--- src/rtl/pipeline_hazard_ctrl_pkg.sv ---
// pipeline_hazard_ctrl_pkg: shared state encoding, widths and control bundle for the hazard controller
package pipeline_hazard_ctrl_pkg;
  localparam int REG_NUM_WIDTH = 5;
  typedef enum logic [1:0] {
    ST_RUN      = 2'd0,
    ST_LU_STALL = 2'd1,
    ST_FLUSH    = 2'd2,
    ST_MEM_WAIT = 2'd3
  } state_t;
  typedef struct packed {
    logic pc_stall;
    logic ifid_stall;
    logic ifid_flush;
    logic idex_bubble;
  } ctrl_t;
  localparam ctrl_t CTRL_LU    = ctrl_t'(4'b1101);
  localparam ctrl_t CTRL_FLUSH = ctrl_t'(4'b0011);
  localparam ctrl_t CTRL_MEM   = ctrl_t'(4'b1100);
endpackage

--- src/rtl/pipeline_hazard_ctrl_hazard_detect.sv ---
// pipeline_hazard_ctrl_hazard_detect: combinational load-use match between the load in EX and the sources in ID
module pipeline_hazard_ctrl_hazard_detect #(
  parameter int REG_NUM_WIDTH = 5
) (
  input  logic                     i_mem_read,
  input  logic [REG_NUM_WIDTH-1:0] i_rd,
  input  logic [REG_NUM_WIDTH-1:0] i_rs,
  input  logic [REG_NUM_WIDTH-1:0] i_rt,
  input  logic                     i_uses_rt,
  output logic                     o_lu_hit
);
  assign o_lu_hit = i_mem_read && (i_rd != '0) && ((i_rd == i_rs) || (i_uses_rt && (i_rd == i_rt)));
endmodule

--- src/rtl/pipeline_hazard_ctrl.sv ---
// pipeline_hazard_ctrl: stall/flush/bubble sequencing for the 5-stage pipe; HAZARD_PERF_CNT_EN adds stall/flush counters
module pipeline_hazard_ctrl #(
  parameter int REG_NUM_WIDTH   = pipeline_hazard_ctrl_pkg::REG_NUM_WIDTH,
  parameter int LU_STALL_CYCLES = 1,
  parameter int FLUSH_CYCLES    = 1,
  parameter int CNT_WIDTH       = 32
) (
  input  logic                     clk,
  input  logic                     rst,
  input  logic [REG_NUM_WIDTH-1:0] ifid_rs,
  input  logic [REG_NUM_WIDTH-1:0] ifid_rt,
  input  logic                     ifid_uses_rt,
  input  logic                     idex_mem_read,
  input  logic [REG_NUM_WIDTH-1:0] idex_rd,
  input  logic                     branch_taken,
  input  logic                     dmem_busy,
  output logic                     pc_stall,
  output logic                     ifid_stall,
  output logic                     ifid_flush,
  output logic                     idex_bubble,
  output logic [1:0]               ctrl_state,
  output logic [CNT_WIDTH-1:0]     stall_cnt,
  output logic [CNT_WIDTH-1:0]     flush_cnt
);
  import pipeline_hazard_ctrl_pkg::*;
  localparam logic [2:0] LU_RELOAD = 3'(LU_STALL_CYCLES - 1);
  localparam logic [2:0] FL_RELOAD = 3'(FLUSH_CYCLES - 1);
  state_t     r_state, w_next;
  logic [2:0] r_cnt, w_cnt_nxt;
  logic       r_pend, w_pend_nxt;
  logic       w_lu_hit;
  ctrl_t      w_ctrl, w_out;
  pipeline_hazard_ctrl_hazard_detect #(.REG_NUM_WIDTH(REG_NUM_WIDTH)) u_detect (
    .i_mem_read (idex_mem_read),
    .i_rd       (idex_rd),
    .i_rs       (ifid_rs),
    .i_rt       (ifid_rt),
    .i_uses_rt  (ifid_uses_rt),
    .o_lu_hit   (w_lu_hit)
  );
  // Next state and controls; a memory freeze defers any flush (including the rest of a flush sequence) until it ends
  always_comb begin
    w_ctrl     = '0;
    w_next     = r_state;
    w_cnt_nxt  = r_cnt;
    w_pend_nxt = r_pend;
    if (dmem_busy) begin
      w_ctrl     = CTRL_MEM;
      w_next     = ST_MEM_WAIT;
      w_pend_nxt = r_pend | branch_taken | (r_state == ST_FLUSH);
    end else if (branch_taken || r_pend) begin
      w_ctrl     = CTRL_FLUSH;
      w_pend_nxt = 1'b0;
      w_cnt_nxt  = FL_RELOAD;
      w_next     = (FLUSH_CYCLES > 1) ? ST_FLUSH : ST_RUN;
    end else if (r_state == ST_FLUSH) begin
      w_ctrl    = CTRL_FLUSH;
      w_cnt_nxt = r_cnt - 3'd1;
      w_next    = (r_cnt <= 3'd1) ? ST_RUN : ST_FLUSH;
    end else if (r_state == ST_LU_STALL) begin
      w_ctrl    = CTRL_LU;
      w_cnt_nxt = r_cnt - 3'd1;
      w_next    = (r_cnt <= 3'd1) ? ST_RUN : ST_LU_STALL;
    end else if (w_lu_hit) begin
      w_ctrl    = CTRL_LU;
      w_cnt_nxt = LU_RELOAD;
      w_next    = (LU_STALL_CYCLES > 1) ? ST_LU_STALL : ST_RUN;
    end else begin
      w_next = ST_RUN;
    end
  end
  // State, sequence counter and deferred-flush flag
  always_ff @(posedge clk or negedge rst) begin
    if (!rst) begin
      r_state <= ST_RUN;
      r_cnt   <= '0;
      r_pend  <= 1'b0;
    end else begin
      r_state <= w_next;
      r_cnt   <= w_cnt_nxt;
      r_pend  <= w_pend_nxt;
    end
  end
  assign w_out       = rst ? w_ctrl : '0;
  assign pc_stall    = w_out.pc_stall;
  assign ifid_stall  = w_out.ifid_stall;
  assign ifid_flush  = w_out.ifid_flush;
  assign idex_bubble = w_out.idex_bubble;
  assign ctrl_state  = r_state;
`ifdef HAZARD_PERF_CNT_EN
  logic [CNT_WIDTH-1:0] r_stall_cnt, r_flush_cnt;
  // Saturating counts of stalled and flushed cycles
  always_ff @(posedge clk or negedge rst) begin
    if (!rst) begin
      r_stall_cnt <= '0;
      r_flush_cnt <= '0;
    end else begin
      if (w_out.ifid_stall && !(&r_stall_cnt)) r_stall_cnt <= r_stall_cnt + 1'b1;
      if (w_out.ifid_flush && !(&r_flush_cnt)) r_flush_cnt <= r_flush_cnt + 1'b1;
    end
  end
  assign stall_cnt = r_stall_cnt;
  assign flush_cnt = r_flush_cnt;
`else
  assign stall_cnt = '0;
  assign flush_cnt = '0;
`endif
endmodule

--- config.mk ---
export PLATFORM = sky130hd
export DESIGN_NAME = pipeline_hazard_ctrl
export DESIGN_NICKNAME = d
export VERILOG_FILES = /design/src/rtl/pipeline_hazard_ctrl_pkg.sv /design/src/rtl/pipeline_hazard_ctrl_hazard_detect.sv /design/src/rtl/pipeline_hazard_ctrl.sv
export SDC_FILE = /design/constraint.sdc
export NUM_CORES = 1
export LEC_CHECK = 0
export ABC_AREA = 1
export BUFFER_PORTS_ARGS = -buffer_cell sky130_fd_sc_hd__buf_4
export CORE_UTILIZATION = 42
export CTS_CLUSTER_DIAMETER = 200
export DETAILED_ROUTE_END_ITERATION = 8
export HOLD_SLACK_MARGIN = 0.03
export PLACE_DENSITY_LB_ADDON = 0.2
export SLEW_MARGIN = 25
export SYNTH_ARGS = -nofsm -noshare
export SYNTH_HDL_FRONTEND = slang
export SYNTH_SLANG_ARGS = --single-unit
--- constraint.sdc ---
create_clock -name clk -period 2 [get_ports clk]
set_input_delay 0.1 -clock clk [delete_from_list [all_inputs] [get_ports clk]]
set_output_delay 0.1 -clock clk [all_outputs]
set_load 0.01 [all_outputs]
Word level (Yosys, flattened, before mapping)
Cells that the tools add are included.
Widths: inputs -> output; s select.
{"block": "word_totals", "regBits": 6, "in_bits": 21, "output_inout_bits": 70, "elab_cells": 39}
{"block": "op_classes", "addsub": 1, "n_lt_le_gt_ge": 1, "n_eq_ne": 4, "muxes": 18, "n_bitwise": 3, "n_reduce_logical": 9}
{"operator": "$mux 4", "n": 6}
{"operator": "$mux 3", "n": 4}
{"operator": "$eq 5x5->1", "n": 2}
{"operator": "$mux 2", "n": 4}
{"operator": "$reduce_bool 5->1", "n": 1}
{"operator": "$mux 1", "n": 4}
{"operator": "$reduce_bool 4->1", "n": 1}
{"operator": "$le 3x1->1 const B", "n": 1}
{"operator": "$logic_and 1x1->1", "n": 3}
{"operator": "$sub 3x1->3 const B", "n": 1}
{"operator": "$eq 2x1->1 const B", "n": 1}
{"operator": "$eq 2x2->1 const B", "n": 1}
{"operator": "$logic_or 1x1->1", "n": 2}
{"operator": "$or 1x1->1", "n": 2}
{"operator": "$reduce_and 2->1", "n": 1}
{"operator": "$reduce_bool 2->1", "n": 1}
{"operator": "$not 1->1", "n": 1}

Longest topological paths before layout
{"block": "logic_depth", "word_depth": 10, "depth_mapped": 11, "ltp_nobuf": 11}

Hierarchy
A second synthesis with hierarchy kept.
{"block": "unflattened", "cells_unflattened": 170, "area_unflattened_um2": 1089.8}
{"module": "pipeline_hazard_ctrl", "instances": 1, "cells_per_inst": 118, "area_each_um2": 883.3, "seq_area_each_um2": 150.1}
{"module": "pipeline_hazard_ctrl_hazard_detect", "instances": 1, "cells_per_inst": 52, "area_each_um2": 206.4, "seq_area_each_um2": 0.0}

Worst setup path after synthesis
OpenSTA, ideal clock, no wires.
{"block": "synth_timing", "path_type": "register to output", "start": "reg r_pend", "end": "out pc_stall", "arrival_ns": 1.223, "t_required_ns": 1.900, "path_slack_ns": 0.677, "stages_incl_launch_ff": 7, "path_buffers": 1, "path_cell_list": "dfrtp_1 -> nor2_1 -> inv_1 -> nor2_8 -> nand2_1 -> a21oi_1 -> buf_4"}
{"block": "synth_between", "elab_chain_cells": 4}
{"item": "start, declared", "line_no": "pipeline_hazard_ctrl.sv:30", "text": "logic r_pend, w_pend_nxt;"}
{"item": "start signal, assigned", "line_no": "pipeline_hazard_ctrl.sv:81", "text": "r_pend <= w_pend_nxt;"}
{"item": "$logic_or 1x1->1", "line_no": "pipeline_hazard_ctrl.sv:51", "text": "end else if (branch_taken || r_pend) begin"}
{"item": "$mux 4", "line_no": "pipeline_hazard_ctrl.sv:51"}
{"item": "$mux 4", "line_no": "pipeline_hazard_ctrl.sv:47", "text": "if (dmem_busy) begin"}
{"item": "$mux 4", "line_no": "pipeline_hazard_ctrl.sv:84", "text": "assign w_out = rst ? w_ctrl : '0;"}
{"item": "end, declared", "line_no": "pipeline_hazard_ctrl.sv:17", "text": "output logic pc_stall,"}
Every way passes these cells.

Worst setup path after layout
Ends and elaborated chain as after synthesis.

==> summary.txt <==
Detailed routing
  • Detail-routed net length per standard cell: 7.188 um
  • Initial DRT Pass Iterations: 4
  • Starting DRT DRC Count: 10
  • Detailed Route WL: 1610 um
  • Via density: 3.750
  • Residual DRC: 0
  • Post-route antenna net violation count: 0
  • Vias after detailed routing: 840

Timing
  • Number of failing hold endpoints at the final stage: 0
  • Post-route fraction of the period consumed by the critical path: 0.7652
  • Final setup TNS: 0 ps
  • WHS: 161.4 ps
  • Count of final setup violators: 0
  • Maximum achievable frequency: 0.6534 GHz
  • Shortest period the worst path allows: 1530 ps
  • Post-Route Skew: 0.4161 ps
  • RSZ-0062 raised after global routing: no
  • Final max-slew violation count: 0

Critical path
  • Maximum fanout along the worst path: 4
  • WS Path Type: reg -> out
  • Worst-path cell with the longest stage delay: sky130_fd_sc_hd__dfrtp_1
  • Required time at the worst-slack endpoint: 1900 ps
  • Critical path endpoint category: output pin
  • Critical Path Start Type: flop
  • Family with the most delay on the worst path: simple AND/OR/NAND/NOR gates
  • Worst endpoint data arrival time: 1430 ps
  • Worst Reg2Reg Path Length in Cells: 6
  • Largest incremental delay on the critical path: 350 ps
  • Cell chain of the critical path: nor2_1 > inv_1 > nor2_8 > nand2_1 > a21oi_1 > buf_4
  • WP depth: 6
  • Number of buffer and inverter instances along the worst setup path: 2

Logic synthesis
  • Mean instance size in the synthesized netlist: 6.565 um2
  • Distinct cell type count after synthesis: 22
  • Most area-hungry cell type in the Yosys netlist: sky130_fd_sc_hd__buf_4
  • Sequential-to-total area share from yosys stat: 0.1378
  • Cells after synthesis: 166
  • Synth warn: 0
  • Top-area cell type share of the netlist area: 0.4478
  • Synth Flop Type: sky130_fd_sc_hd__dfrtp_1
  • Post-synthesis instance area: 0.001090 mm2
  • Number of flops mapped to enable cells by yosys: 0
  • Dominant cells by area after synthesis: sky130_fd_sc_hd__buf_4, sky130_fd_sc_hd__dfrtp_1, sky130_fd_sc_hd__nand2_1
  • Flip-flop and latch count after synthesis: 6
  • Proportion of synthesized flip-flops having asynchronous set or reset: 1.000

Die
  • Vertical die dimension: 52.94 um
  • Core region area: 0.002455 mm2
  • Initial standard-cell utilization of the core: 0.4439
  • Count of standard-cell rows: 18
  • Die width: 52.94 um
  • Count of boundary I/O pins: 91
  • Area of the die: 0.002803 mm2

Placement
  • Number of input and output port buffers inserted: 26
  • Global placer's final weighted congestion: 0.7473
  • Placed cells: 220
  • HPWL reported at the end of detailed placement: 1462 um

Power and ir drop
  • Sw Ratio: 0.4084
  • Sequential Power Share: 0.310
  • Cell area power density: 411.8 mW/mm2
  • Switching power summed over all nets: 185.6 uW
  • Highest ir drop seen on vdd: 220.9 uV
  • Internal portion of total power: 268.9 uW
  • Combinational power share: 0.441
  • Clock network fraction of total power: 0.249
  • Leakage Power: 0.0007189 uW
  • Post-layout power: 454.5 uW

CTS
  • Root buffer cell: sky130_fd_sc_hd__clkbuf_4
  • Setup repair bufs after CTS: 0
  • Clock sink count: 6
  • # H-tree levels: 1
  • Number of buffers on the longest clock path: 2
  • CTS buffer count: 3
  • Clock insertion delay at the later pin of the skew report: 240 ps
  • CTS tree: built
  • Clock transition time at the flip-flop clock pins of the worst setup and hold paths: 50 ps

Global route
  • Pin count of the biggest net entering global routing: 10
  • Overall overflow remaining after global route: 0
  • Global route hottest layer: met2
  • Gr usage total: 0.1320
  • Met1 demand-to-capacity share in global routing: 0.1718
  • Global-route wire length before repair: 2732 um
  • Number of global-route vias before repair: 638
  • Grt met2 use: 0.2236
  • Antenna violations before repair: 0
  • Met3 Track Usage GR: 0.01724

Final layout
  • Number of diodes added for antenna fixing: 0
  • Commonest non-fill, non-tap cell in the layout: sky130_fd_sc_hd__conb_1
  • Layout area overhead: 1.263%
  • Proportion of layout cells with a drive suffix above 1: 0.2062
  • Number of non-filler instances in the completed layout: 224
  • Highest-count cells in the layout ignoring fill and taps: sky130_fd_sc_hd__conb_1, sky130_fd_sc_hd__nand2_1, sky130_fd_sc_hd__buf_4
  • Number of nets in the finished design: 219

Status
  • Outcome: complete, no violations

Worst hold path
  • Type of the worst min-delay path: in -> reg
  • Number of cells on the worst hold path: 4

Flow run
  • Reported max-cap violation count: 0
==> metal layers <==
layer  vias up  part of all wire
met4         0            0.0087
met1       349              0.40
li1        429                 -
met2        60              0.49
met5         -                 0
met3         2             0.096
==> cell usage after synthesis (2+ instances only) <==
library cell,n
sky130_fd_sc_hd__dfrtp_1,6
sky130_fd_sc_hd__inv_2,5
sky130_fd_sc_hd__nand3_1,6
sky130_fd_sc_hd__o21ai_0,2
sky130_fd_sc_hd__ha_1,2
sky130_fd_sc_hd__nor3_1,3
sky130_fd_sc_hd__nand2_1,36
sky130_fd_sc_hd__nor2_1,10
sky130_fd_sc_hd__inv_1,16
sky130_fd_sc_hd__nand2_2,3
sky130_fd_sc_hd__a21oi_1,2
sky130_fd_sc_hd__buf_4,65
==> stage by stage <==
| step | utilization | cell area, um2 | worst slack (ps) |
|---|---|---|---|
| 6_report | 0.4495 | 1104 | 469.6 |
| 5_1_grt | 0.4495 | 1104 | 356.8 |
| 4_1_cts | 0.4495 | 1104 | 450.7 |
| 3_5_place_dp | 0.4363 | 1071 | 723.7 |
| 3_3_place_gp | 0.4363 | 1071 | 772.0 |
| 2_1_floorplan | - | 1326 | 677.1 |
==> worst register-to-register path, delay by kind of cell (launching register included) <==
family,cells,cell delay [ps]
buffers and inverters,1,90
AO/OA/AOI/OAI,2,330
flip-flops,1,410
adder cells (fa/ha/maj),1,170
AND/OR/NAND/NOR,2,180
==> cell families after synthesis <==
| group | synth area share |
|---|---|
| buf+inv | 0.5235 |
| simple gates | 0.2675 |
| compound gates | 0.03674 |
| flops | 0.1378 |
| fa+ha+maj | 0.02296 |
| xor+xnor | 0.008038 |
| other cells | 0.003441 |
==> timing repair <==
item	CTS	global route
resized for setup	0	0
hold buffers	1	0
endpoints found under the hold margin	6	0
==> flip-flops by register name, indices dropped and copies added (netlist names) <==
signal	flops
ctrl_state	2
r_cnt	3
r_pend	1
==> layout make-up <==
type / count / area [um2]
Sequential cell: 6 / 150.1
Multi-Input combinational cell: 136 / 605.6
Inverter: 22 / 82.58
Timing Repair Buffer: 27 / 205.2
Clock buffer: 3 / 22.52
Tap cell: 30 / 37.54
Fill cell: 260 / 1351
==> power by group through the flow <==
stage                     clock network [uW]  registers (uW)  logic, uW
after global routing                     125             143        233
after global placement                     0             142        195
after CTS                                120             141        200
final                                    113             141        200
after detailed placement                   0             143        198
after floorplan                            0             142        228
==> worst paths after layout <==
check	start	slack (ps)	endpoint
max in group asynchronous	rst	1670	r_cnt[1]
worst min-delay path	branch_taken	160	ctrl_state[1]
worst max register to register	r_cnt[0]	760	r_cnt[2]
worst min register to register	r_cnt[1]	510	r_cnt[1]
min in group asynchronous	rst	210	r_cnt[0]
worst max-delay path	r_pend	470	pc_stall
Power figures use the tool's default switching activity.
